## config.mk

```make
export PLATFORM = sky130hd
export DESIGN_NAME = lcd_bus_writer
export DESIGN_NICKNAME = d
export VERILOG_FILES = /design/src/rtl/lcd_pkg.sv /design/src/rtl/lcd_delay_timer.sv /design/src/rtl/lcd_bus_writer.sv
export SDC_FILE = /design/constraint.sdc
export NUM_CORES = 1
export LEC_CHECK = 0
export BUFFER_PORTS_ARGS = -buffer_cell sky130_fd_sc_hd__buf_2
export CORE_MARGIN = 2
export CORE_UTILIZATION = 58
export DETAILED_ROUTE_END_ITERATION = 10
export PLACE_DENSITY_LB_ADDON = 0.08
export SYNTH_ARGS = -nofsm -noshare
export SYNTH_HDL_FRONTEND = slang
export SYNTH_SLANG_ARGS = --single-unit
```

## constraint.sdc

```tcl
create_clock -name clk -period 2.8 [get_ports clk]
set_input_delay 0.56 -clock clk [delete_from_list [all_inputs] [get_ports clk]]
set_output_delay 0.56 -clock clk [all_outputs]
set_load 0.005 [all_outputs]
```

## src/rtl/lcd_pkg.sv

```systemverilog
// Shared types, command constants and helpers for the HD44780-style LCD write engine.
package lcd_pkg;

    typedef enum logic [2:0] {
        StPwrup,
        StInit,
        StIdle,
        StSetup,
        StPulse,
        StHold,
        StWait
    } lcd_state_e;

    localparam logic [7:0] CMD_FUNCSET_8B2L = 8'h38;
    localparam logic [7:0] CMD_DISP_ON      = 8'h0C;
    localparam logic [7:0] CMD_CLEAR        = 8'h01;
    localparam logic [7:0] CMD_ENTRY_INC    = 8'h06;

    localparam int unsigned INIT_LEN = 6;

    // Clear (0x01) and return-home (0x02/0x03) need the long execution wait.
    function automatic logic is_long_cmd(input logic rs, input logic [7:0] data);
        return !rs && ((data == CMD_CLEAR) || (data[7:1] == 7'b0000001));
    endfunction

    function automatic logic [7:0] init_rom(input logic [2:0] idx);
        logic [7:0] byte_v;
        case (idx)
            3'd0, 3'd1, 3'd2: byte_v = CMD_FUNCSET_8B2L;
            3'd3:             byte_v = CMD_DISP_ON;
            3'd4:             byte_v = CMD_CLEAR;
            default:          byte_v = CMD_ENTRY_INC;
        endcase
        return byte_v;
    endfunction

    function automatic int unsigned max_u(input int unsigned a, input int unsigned b);
        return (a > b) ? a : b;
    endfunction

endpackage

```

## src/rtl/lcd_delay_timer.sv

```systemverilog
// Loadable down-counter shared by every timed state; done flags the last cycle of a state.
module lcd_delay_timer #(
    parameter int unsigned W         = 20,
    parameter int unsigned RESET_VAL = 1
) (
    input  logic         clk,
    input  logic         rst,
    input  logic         i_load,
    input  logic [W-1:0] i_load_val,
    output logic         o_done
);

    logic [W-1:0] r_count;

    // Saturates at 1 so an idle timer keeps reporting done without wrapping.
    always_ff @(posedge clk or posedge rst) begin
        if (rst) begin
            r_count <= W'(RESET_VAL);
        end else if (i_load) begin
            r_count <= i_load_val;
        end else if (r_count > W'(1)) begin
            r_count <= r_count - W'(1);
        end
    end

    assign o_done = (r_count == W'(1));

endmodule

```

## src/rtl/lcd_bus_writer.sv

```systemverilog
// HD44780 8-bit parallel write engine: power-up init, then one byte per valid/ready handshake
// with setup, enable pulse, hold and command execution delay.
module lcd_bus_writer
    import lcd_pkg::*;
#(
    parameter int unsigned T_POWERUP = 750000,
    parameter int unsigned T_INIT1   = 205000,
    parameter int unsigned T_SETUP   = 4,
    parameter int unsigned T_EN_HIGH = 25,
    parameter int unsigned T_HOLD    = 5,
    parameter int unsigned T_CMD     = 2000,
    parameter int unsigned T_CLEAR   = 82000
) (
    input  logic       clk,
    input  logic       rstBt,
    input  logic       in_valid,
    input  logic       in_rs,
    input  logic [7:0] in_data,
    output logic       in_ready,
    output logic       init_done,
    output logic [7:0] LCD,
    output logic       RS,
    output logic       RW,
    output logic       en
);

    localparam int unsigned MAX_T = max_u(max_u(max_u(T_POWERUP, T_INIT1),
                                                max_u(T_SETUP, T_EN_HIGH)),
                                          max_u(max_u(T_HOLD, T_CMD), T_CLEAR));
    localparam int unsigned CNT_W = $clog2(MAX_T + 1);
    localparam logic [2:0]  INIT_END = 3'(INIT_LEN);

    lcd_state_e       r_state;
    logic [2:0]       r_init_idx;
    logic             r_init_done;
    logic             r_in_ready;
    logic [7:0]       r_lcd;
    logic             r_rs;
    logic             r_en;

    lcd_state_e       w_state_d;
    logic [2:0]       w_init_idx_d;
    logic             w_init_done_d;
    logic [7:0]       w_lcd_d;
    logic             w_rs_d;
    logic             w_start_init;
    logic             w_load;
    logic [CNT_W-1:0] w_load_val;
    logic [CNT_W-1:0] w_exec_delay;
    logic             w_done;

    lcd_delay_timer #(
        .W         (CNT_W),
        .RESET_VAL (T_POWERUP)
    ) u_timer (
        .clk        (clk),
        .rst        (rstBt),
        .i_load     (w_load),
        .i_load_val (w_load_val),
        .o_done     (w_done)
    );

    // r_init_idx already points past the byte in flight, so 1 means ROM entry 0.
    always_comb begin
        if (!r_init_done && (r_init_idx == 3'd1)) begin
            w_exec_delay = CNT_W'(T_INIT1);
        end else if (is_long_cmd(r_rs, r_lcd)) begin
            w_exec_delay = CNT_W'(T_CLEAR);
        end else begin
            w_exec_delay = CNT_W'(T_CMD);
        end
    end

    // INIT is resolved in the same cycle it is entered, so ROM bytes cost no extra cycle.
    always_comb begin
        w_state_d    = r_state;
        w_init_idx_d = r_init_idx;
        w_lcd_d      = r_lcd;
        w_rs_d       = r_rs;
        w_start_init = 1'b0;
        w_load       = 1'b0;
        w_load_val   = CNT_W'(T_SETUP);

        unique case (r_state)
            StPwrup: begin
                if (w_done) w_start_init = 1'b1;
            end
            StInit: begin
                w_start_init = 1'b1;
            end
            StIdle: begin
                if (in_valid && r_in_ready) begin
                    w_lcd_d    = in_data;
                    w_rs_d     = in_rs;
                    w_state_d  = StSetup;
                    w_load     = 1'b1;
                    w_load_val = CNT_W'(T_SETUP);
                end
            end
            StSetup: begin
                if (w_done) begin
                    w_state_d  = StPulse;
                    w_load     = 1'b1;
                    w_load_val = CNT_W'(T_EN_HIGH);
                end
            end
            StPulse: begin
                if (w_done) begin
                    w_state_d  = StHold;
                    w_load     = 1'b1;
                    w_load_val = CNT_W'(T_HOLD);
                end
            end
            StHold: begin
                if (w_done) begin
                    w_state_d  = StWait;
                    w_load     = 1'b1;
                    w_load_val = w_exec_delay;
                end
            end
            StWait: begin
                if (w_done) begin
                    if (r_init_idx != INIT_END) begin
                        w_start_init = 1'b1;
                    end else begin
                        w_state_d = StIdle;
                    end
                end
            end
            default: begin
                w_state_d = StPwrup;
            end
        endcase

        if (w_start_init) begin
            w_lcd_d      = init_rom(r_init_idx);
            w_rs_d       = 1'b0;
            w_init_idx_d = r_init_idx + 3'd1;
            w_state_d    = StSetup;
            w_load       = 1'b1;
            w_load_val   = CNT_W'(T_SETUP);
        end
    end

    assign w_init_done_d = r_init_done || (w_state_d == StIdle);

    always_ff @(posedge clk or posedge rstBt) begin
        if (rstBt) begin
            r_state     <= StPwrup;
            r_init_idx  <= 3'd0;
            r_init_done <= 1'b0;
            r_in_ready  <= 1'b0;
            r_lcd       <= 8'h00;
            r_rs        <= 1'b0;
            r_en        <= 1'b0;
        end else begin
            r_state     <= w_state_d;
            r_init_idx  <= w_init_idx_d;
            r_init_done <= w_init_done_d;
            r_in_ready  <= (w_state_d == StIdle) && w_init_done_d;
            r_lcd       <= w_lcd_d;
            r_rs        <= w_rs_d;
            r_en        <= (w_state_d == StPulse);
        end
    end

    assign in_ready  = r_in_ready;
    assign init_done = r_init_done;
    assign LCD       = r_lcd;
    assign RS        = r_rs;
    assign RW        = 1'b0;
    assign en        = r_en;

endmodule
```

==> results of run 1 <==
[layout make-up]
class / instances / area [µm²]
flip-flops and latches: 38 / 963
repair buffers: 31 / 175
clock buffers: 7 / 86.3
multi-input cells: 197 / 1240
well taps: 50 / 62.6
inverters: 10 / 37.5
clock inverters: 1 / 30.0
fillers: 343 / 1350
[cell usage after synthesis, types with 2 or more instances]
master / number / area share
nand2_1: 37 / 0.059
nand4b_1: 2 / 0.0075
or4_1: 3 / 0.0096
inv_1: 10 / 0.016
o21ai_0: 7 / 0.015
nor2b_1: 5 / 0.013
nand3_1: 14 / 0.030
or3_1: 2 / 0.0053
buf_6: 5 / 0.024
a31oi_1: 11 / 0.029
ha_1: 7 / 0.037
o31ai_1: 3 / 0.0096
nor2_1: 25 / 0.040
or2_2: 2 / 0.0053
xnor2_1: 3 / 0.011
nand4_1: 6 / 0.016
dfstp_2: 10 / 0.11
nor4_1: 4 / 0.011
buf_2: 4 / 0.0085
nor3_1: 7 / 0.015
clkbuf_1: 5 / 0.0080
xor2_1: 9 / 0.034
a21oi_1: 16 / 0.034
a211oi_1: 3 / 0.0096
and3_1: 2 / 0.0053
dfrtp_1: 28 / 0.30
[how the worst max path moves through the flow]
stage          depth (start not counted)                  end          startpoint
2_1_floorplan                          8  u_timer.r_count[14]  u_timer.r_count[0]
3_3_place_gp                           8   u_timer.r_count[0]  u_timer.r_count[4]
3_5_place_dp                           6   u_timer.r_count[0]  u_timer.r_count[6]
4_1_cts                                8   u_timer.r_count[0]  u_timer.r_count[6]
5_1_grt                                7               LCD[2]  u_timer.r_count[6]
6_report                               6        r_init_idx[1]  u_timer.r_count[6]
[layer usage]
metal	up-vias	part of all wire
met3	9	0.044
met4	0	0.017
met1	964	0.44
li1	970	-
met2	44	0.50
met5	-	0
[cell families (layout without fill, tap and decap cells)]
family / Yosys count / after routing / share of synthesized area
simple gates: 118 / 118 / 0.257
compound gates: 57 / 57 / 0.176
flops: 38 / 38 / 0.410
buf+inv: 26 / 49 / 0.0613
xor+xnor: 12 / 12 / 0.0448
fa+ha+maj: 8 / 8 / 0.0416
other cells: 1 / 1 / 0.00160
mux: 1 / 1 / 0.00639
[critical path, stage by stage (launching register included)]
cell and delay, ps:
dfrtp_1 440, or4_4 550, nor4_4 180, buf_4 230
nand3_1 90, o32a_1 430, mux2_4 390
[power groups by stage]
stage / clock, µW / sequential, µW / combinational, µW
6_report: 485 / 549 / 19.1
5_1_grt: 517 / 549 / 22.5
4_1_cts: 492 / 549 / 20.2
3_5_place_dp: 0 / 559 / 20.0
3_3_place_gp: 0 / 559 / 19.8
2_1_floorplan: 0 / 559 / 9.40
[through the flow]
| step | total power (µW) | instances | util |
|---|---|---|---|
| detailed placement | 579 | 326 | 0.629 |
| floorplan | 569 | 261 | - |
| global route | 1090 | 334 | 0.658 |
| global placement | 579 | 326 | 0.629 |
| CTS | 1060 | 334 | 0.658 |
| finish | 1050 | 334 | 0.658 |
[sequential cells by signal, indices dropped and copies added, names as in the netlist]
name	count
u_timer.r_count	20
init_done	1
in_ready	1
en	1
r_state	3
LCD	8
r_init_idx	3
RS	1
==> out/results.tsv, run 1 <==
metric	value	unit
worst r2r src	u_timer.r_count[6]	
Sw Pwr	207	µW
pre-CTS setup slack	408	ps
DRC viols	0	
placed inst area	2480	µm²
CTS clk-pin slew, worst paths	80	ps
clk sink count	38	
die height	67.6	µm
met1 Usage GRT	0.335	
Top FF cell, synth	dfrtp_1	
M2 GR Usage	0.435	
Final Instance Area	2590	µm²
TritonCTS Buffers	5	
IO Port Bufs	23	
gr usage total	0.263	
combinational share of power	0.018	
Post-synth ARST share	1.00	
GPL Wtd Cong	0.897	
CP required	2970	ps
Tmin final	2440	ps
YS warnings	0	
Setup Skew	8.30	ps
Synth cell types	57	
Clock power frac	0.460	
die area	4570	µm²
worst-case reg-to-reg path depth	6	
PostCTS Resize Cnt	0	
net count after synthesis	280	
final hold viol count	0	
# rows	23	
maximum vdd drop	0.000492	V
initial antenna violation count	0	
endpoints failing setup	0	
Post-CTS Repair Setup Buffers	0	
Cells after Synth	261	
pwr/cell area	406	nW/µm²
Post-Syn Area per Cell	8.99	µm²
Slew HR	0.415	
Sw Ratio	0.196	
post-synthesis sequential area ratio	0.410	
largest net degree at the start of global routing	24	
Final Cycle Share	0.872	
Max Slew Vio Count	0	
WP data arrival	2620	ps
static leakage	0.00119	µW
Final ANT Viol Nets	0	
First DRT Iteration DRCs	136	
met3 GRT Util	0.0550	
Placeable Area	3940	µm²
Ant. Diodes	0	
Syn-to-layout area delta	10.6	%
synthesized cell area	2350	µm²
IO Pins	25	
post-DP HPWL	3.71	mm
Vias	1987	
#FFs+latches synth	38	
drt total wl	5.24	mm
H-tree Lvls	2	
CTS tree	built	
Worst Setup End Kind	register	
maxcap violations	0	
CTS Hold Buffers Added	0	
grt ovf	0	
Clk Latency, worst-skew pair	290	ps
layout cells sized above 1	0.222	
Slew @ Worst Pin	873	ps
Worst setup SP type	register	
number of enable flip-flop cells after synthesis	0	
Die X-Extent	67.6	µm
Max Fanout on Critical Path	18	
sequential share of power	0.522	
commonest non-fill, non-tap cell in the layout	nand2_1	
Hold Path Class	in2async	
setup ws final	357	ps
commonest cells after routing, fill and taps aside	nand2_1 (37), dfrtp_1 (28), nor2_1 (25), buf_2 (23), a21oi_1 (16)	
R2R setup slack	360	ps
setup TNS	0	ps
clk buf depth	2	
Initial Util	0.595	
outcome	finished, final reports clean	
Reg-to-Reg End	r_init_idx[1]	
Vias/cell	5.95	
DR WL/cell	15.7	µm
unrepaired setup endpoints after global routing	no	
CTS root buffer	clkbuf_8	
first-pass GRT wire length	8.93	mm
Cell Int Power	846	µW
vias in the first global route	1890	
nets	302	
global-route layer with the greatest usage	met2	
Setup CP Type	reg2reg	
fmax	409	MHz
minimum hold slack	313	ps
drt first pass iters	4	
No activity file was read; power rests on OpenSTA's default activity.
==> run 2: changes to the inputs <==
Settings changed: PLACE_DENSITY set to 0.82, PLACE_DENSITY_LB_ADDON 0.08 to not set, SLEW_MARGIN set to 20.
==> out/results.tsv, run 2 (synthesis gave the netlist of run 1 again) <==
metric	value	unit	change
Sw Ratio	0.221		+0.0245
maximum vdd drop	0.000315	V	-36%
initial antenna violation count	0		unchanged
Max Used Layer	met4		
final hold viol count	0		unchanged
DR WL/cell	15.2	µm	-3.3%
maxcap violations	0		unchanged
Worst Setup End Kind	register		
H-tree Lvls	2		unchanged
Hold Path Class	in2async		
Sw Pwr	214	µW	+3.3%
setup TNS	0	ps	unchanged
Vias	1992		+0.25%
met2 WL	2.55	mm	-2.1%
gr usage total	0.250		-0.0125
DRC viols	0		unchanged
Worst setup SP type	register		
drt total wl	5.07	mm	-3.3%
Slew HR	0.342		-0.0732
CP required	3010	ps	+40 ps
First DRT Iteration DRCs	155		+14%
M1 WL	2.18	mm	-5.9%
Final ANT Viol Nets	0		unchanged
Setup CP Type	reg2reg		
Syn-to-layout area delta	9.65	%	
Top Family by Delay on Critical Path	simple AND/OR/NAND/NOR gates		
endpoints failing setup	0		unchanged
GPL Wtd Cong	0.835		-6.9%
post-DP HPWL	3.76	mm	+1.2%
first-pass GRT wire length	8.45	mm	-5.3%
clk buf depth	2		unchanged
# rows	23		unchanged
die height	67.6	µm	unchanged
Setup Skew	8.49	ps	+0.188 ps
CTS clk-pin slew, worst paths	80	ps	about the same
Cell Int Power	753	µW	-11%
fmax	398	MHz	-2.9%
CTS Hold Buffers Added	0		unchanged
commonest cells after routing, fill and taps aside	nand2_1 (37), dfrtp_1 (28), nor2_1 (25), buf_2 (23), a21oi_1 (16)		
Largest Register	u_timer.r_count		
fin util	0.653		-0.00540
die area	4570	µm²	unchanged
Die X-Extent	67.6	µm	unchanged
Max Slew Vio Count	0		unchanged
Clock power frac	0.412		-0.048
CTS root buffer	clkbuf_8		
grt ovf	0		unchanged
WP data arrival	2730	ps	+110 ps
sequential share of power	0.568		+0.046
drt first pass iters	4		unchanged
critical path cell sequence	or4_4 > nor4_4 > buf_4 > a31oi_4 > o211ai_2 > nor2_2 > a2bb2oi_1		
vias in the first global route	1873		-0.90%
Clk Latency, worst-skew pair	300	ps	about the same
layout cells sized above 1	0.225		+0.00352
crit-path max cell delay	560	ps	about the same
CTS tree	built		
Critical Path Slowest Stage Cell	or4_4		
WL met3	238	µm	+3.9%
Max Fanout on Critical Path	9		-9
combinational share of power	0.020		+0.002
Ant. Diodes	0		unchanged
PostCTS Resize Cnt	0		unchanged
IO Port Bufs	23		unchanged
outcome	finished, final reports clean		
nets	302		unchanged
unrepaired setup endpoints after global routing	no		
Final Cycle Share	0.898		+0.0256
Slew @ Worst Pin	983	ps	+109 ps
Tmin final	2510	ps	+71.7 ps
TritonCTS Buffers	5		unchanged
Post-CTS Repair Setup Buffers	0		unchanged
commonest non-fill, non-tap cell in the layout	nand2_1		
Initial Util	0.595		unchanged
IO Pins	25		unchanged
CP Buf/Inv Count	1		unchanged
max reg flops	20		unchanged
clk sink count	38		unchanged
Vias/cell	5.96		+0.25%
pwr/cell area	376	nW/µm²	-7.4%
Placeable Area	3940	µm²	unchanged
static leakage	0.00118	µW	-0.94%
largest net degree at the start of global routing	24		unchanged
[run 2: cell count changes in the layout (fill, tap and decap cells not counted)]
cell / change
clkinv_2: +1
bufinv_16: -1
clkinvlp_4: +1
clkbuf_1: -1
[run 2: power by group through the flow]
stage	clock, µW	combinational (µW)	sequential (µW)
final	399	19.4	549
after global routing	426	22.5	549
after CTS	403	20.3	549
after detailed placement	0	20.1	559
after global placement	0	19.5	559
after floorplan	0	9.40	559
[run 2: layout make-up]
type                       instances  area, µm²
fill                             325       1370
multi-input combinational        197       1240
tap                               50       62.6
clock inverter                     2       12.5
clock buffer                       6       82.6
sequential                        38        963
inverter                          10       37.5
timing repair buffer              31        175
[run 2: per-stage QoR]
stage	cells	area, µm²	power [µW]	hold WS (ps)	setup WS (ps)
CTS	334	2570	973	323	315
finish	334	2570	967	307	285
floorplan	261	2350	569	483	682
global route	334	2570	998	380	153
global placement	326	2480	579	504	413
detailed placement	326	2480	580	509	336
[run 2: metal layers]
layer	vias to the layer above	track usage
li1	972	-
met1	953	0.316
met2	57	0.406
met3	10	0.0600
met4	0	0.112
met5	-	0
[run 2: final timing paths]
kind / startpoint / to / slack (ps) / depth (start not counted)
max: u_timer.r_count[6] / u_timer.r_count[0] / 290 / 7
min: rstBt / LCD[6] / 310 / 2
max reg2reg: u_timer.r_count[6] / u_timer.r_count[0] / 290 / 7
min reg2reg: u_timer.r_count[12] / u_timer.r_count[12] / 520 / 2
max in group asynchronous: rstBt / u_timer.r_count[5] / 1700 / 3
min in group clk: in_data[7] / LCD[7] / 440 / 3
==> run 3: changes to the inputs <==
Settings changed: BUFFER_PORTS_ARGS -buffer_cell sky130_fd_sc_hd__buf_2 to -buffer_cell sky130_fd_sc_hd__buf_4, CELL_PAD_IN_SITES_DETAIL_PLACEMENT set to 2, CELL_PAD_IN_SITES_GLOBAL_PLACEMENT set to 2, CORE_UTILIZATION 58 to 36.
==> out/results.tsv, run 3 (synthesis gave the netlist of run 1 again) <==
metric	value	unit	change
commonest non-fill, non-tap cell in the layout	nand2_1		
worst r2r src	u_timer.r_count[6]		
CTS tree	built		
placed inst area	2580	µm²	+4.0%
CP required	2970	ps	-40 ps
Syn-to-layout area delta	13.9	%	
CP Launch Point	u_timer.r_count[6]		
fmax	403	MHz	+1.4%
CTS Hold Buffers Added	0		unchanged
post-DP HPWL	5.21	mm	+39%
die area	7180	µm²	+57%
drt total wl	7.19	mm	+42%
TritonCTS Buffers	5		unchanged
Final Cycle Share	0.886		-0.0124
pwr/cell area	370	nW/µm²	-1.5%
die height	84.7	µm	+25%
endpoints failing setup	0		unchanged
Die X-Extent	84.7	µm	+25%
CP Depth	6		-1
Worst setup SP type	register		
First DRT Iteration DRCs	55		-65%
worst-case reg-to-reg path depth	6		-1
Worst Setup End Kind	register		
Setup Skew	5.66	ps	-2.83 ps
Largest Register	u_timer.r_count		
commonest cells after routing, fill and taps aside	nand2_1 (37), buf_4 (32), dfrtp_1 (28), nor2_1 (25), a21oi_1 (16)		
R2R setup slack	320	ps	+30 ps
Reg-to-Reg End	u_timer.r_count[0]		
Clk Latency, worst-skew pair	290	ps	about the same
largest net degree at the start of global routing	39		+63%
WP data arrival	2650	ps	-80 ps
Final Instance Area	2670	µm²	+3.8%
Placeable Area	6310	µm²	+60%
CP Buf/Inv Count	1		unchanged
clk sink count	38		unchanged
max reg flops	20		unchanged
maximum vdd drop	0.000190	V	-40%
Vias	2063		+3.6%
Finished Layout Cells	362		+8.4%
outcome	finished, final reports clean		
nets	303		+0.33%
Critical Path Slowest Stage Cell	or4_4		
critical path cell sequence	or4_4 > nor4_4 > buf_4 > o211ai_1 > nor2_2 > a2bb2oi_1		
vias in the first global route	2258		+21%
Max Fanout on Critical Path	11		+2
Hold Path Class	in2async		
clk buf depth	2		unchanged
CTS clk-pin slew, worst paths	80	ps	about the same
IO Port Bufs	23		unchanged
# rows	29		+26%
IO Pins	25		unchanged
first-pass GRT wire length	12.0	mm	+42%
DR WL/cell	19.9	µm	+31%
fin util	0.423		-0.230
gr usage total	0.211		-0.0390
GPL Wtd Cong	0.792		-5.1%
Slew @ Worst Pin	903	ps	-79.8 ps
Setup CP Type	reg2reg		
initial antenna violation count	0		unchanged
H-tree Lvls	2		unchanged
Slew HR	0.396		+0.0534
Final ANT Viol Nets	0		unchanged
Max Slew Vio Count	0		unchanged
Initial Util	0.372		-0.224
drt first pass iters	4		unchanged
CTS root buffer	clkbuf_8		
crit-path max cell delay	560	ps	about the same
layout cells sized above 1	0.228		+0.00272
placed cells	354		+8.6%
Vias/cell	5.70		-4.4%
final hold viol count	0		unchanged
CP endpoint	u_timer.r_count[0]		
setup TNS	0	ps	unchanged
Tmin final	2480	ps	-34.6 ps
Ant. Diodes	0		unchanged
PostCTS Resize Cnt	0		unchanged
static leakage	0.00120	µW	+1.6%
Post-CTS Repair Setup Buffers	0		unchanged
DRC viols	0		unchanged
Top Family by Delay on Critical Path	simple AND/OR/NAND/NOR gates		
grt ovf	0		unchanged
unrepaired setup endpoints after global routing	no		
maxcap violations	0		unchanged
## run 3: cell count changes in the layout (fill, tap and decap cells not counted), sizes merged
cell  delta
buf      +1
## run 3: final cells by class
type / count / area, µm²
clock buffer: 6 / 82.6
clock inverter: 2 / 12.5
fill: 702 / 3640
inverter: 10 / 37.5
multi-input combinational: 197 / 1240
sequential: 38 / 963
tap: 77 / 96.3
timing repair buffer: 32 / 240
## run 3: worst min path at each step
stage	endpoint	slack [ps]	startpoint	cells past startpoint
final	u_timer.r_count[18]	400	rstBt	3
after global routing	u_timer.r_count[3]	430	rstBt	3
after CTS	LCD[6]	410	rstBt	3
after detailed placement	u_timer.r_count[12]	520	u_timer.r_count[12]	2
after global placement	u_timer.r_count[12]	500	u_timer.r_count[12]	2
after floorplan	u_timer.r_count[12]	480	u_timer.r_count[12]	2
## run 3: stage by stage
step	hold WS [ps]	power (µW)	setup slack, ps
CTS	408	998	308
global route	425	1020	129
floorplan	483	569	682
detailed placement	516	585	313
finish	397	989	320
global placement	504	585	446
## run 3: power by group
part	total [µW]	internal, µW	switching [µW]
sequential	549	549	0
combinational	25.1	10.7	14.4
clock	415	198	217
total	989	758	231
## run 3: routing by layer
layer  routed length, µm  vias up  track usage
met1                3230     1054        0.272
li1                    -      977            -
met5                   0        -            0
met3                 172        5       0.0334
met2                3730       27        0.378
met4                  48        0       0.0390
## run 3: worst register-to-register path, stage by stage, from the launching register on
cell       delay [ps]
dfrtp_1           440
or4_4             560
nor4_4            190
buf_4             240
o211ai_1          380
nor2_2            440
a2bb2oi_1         110
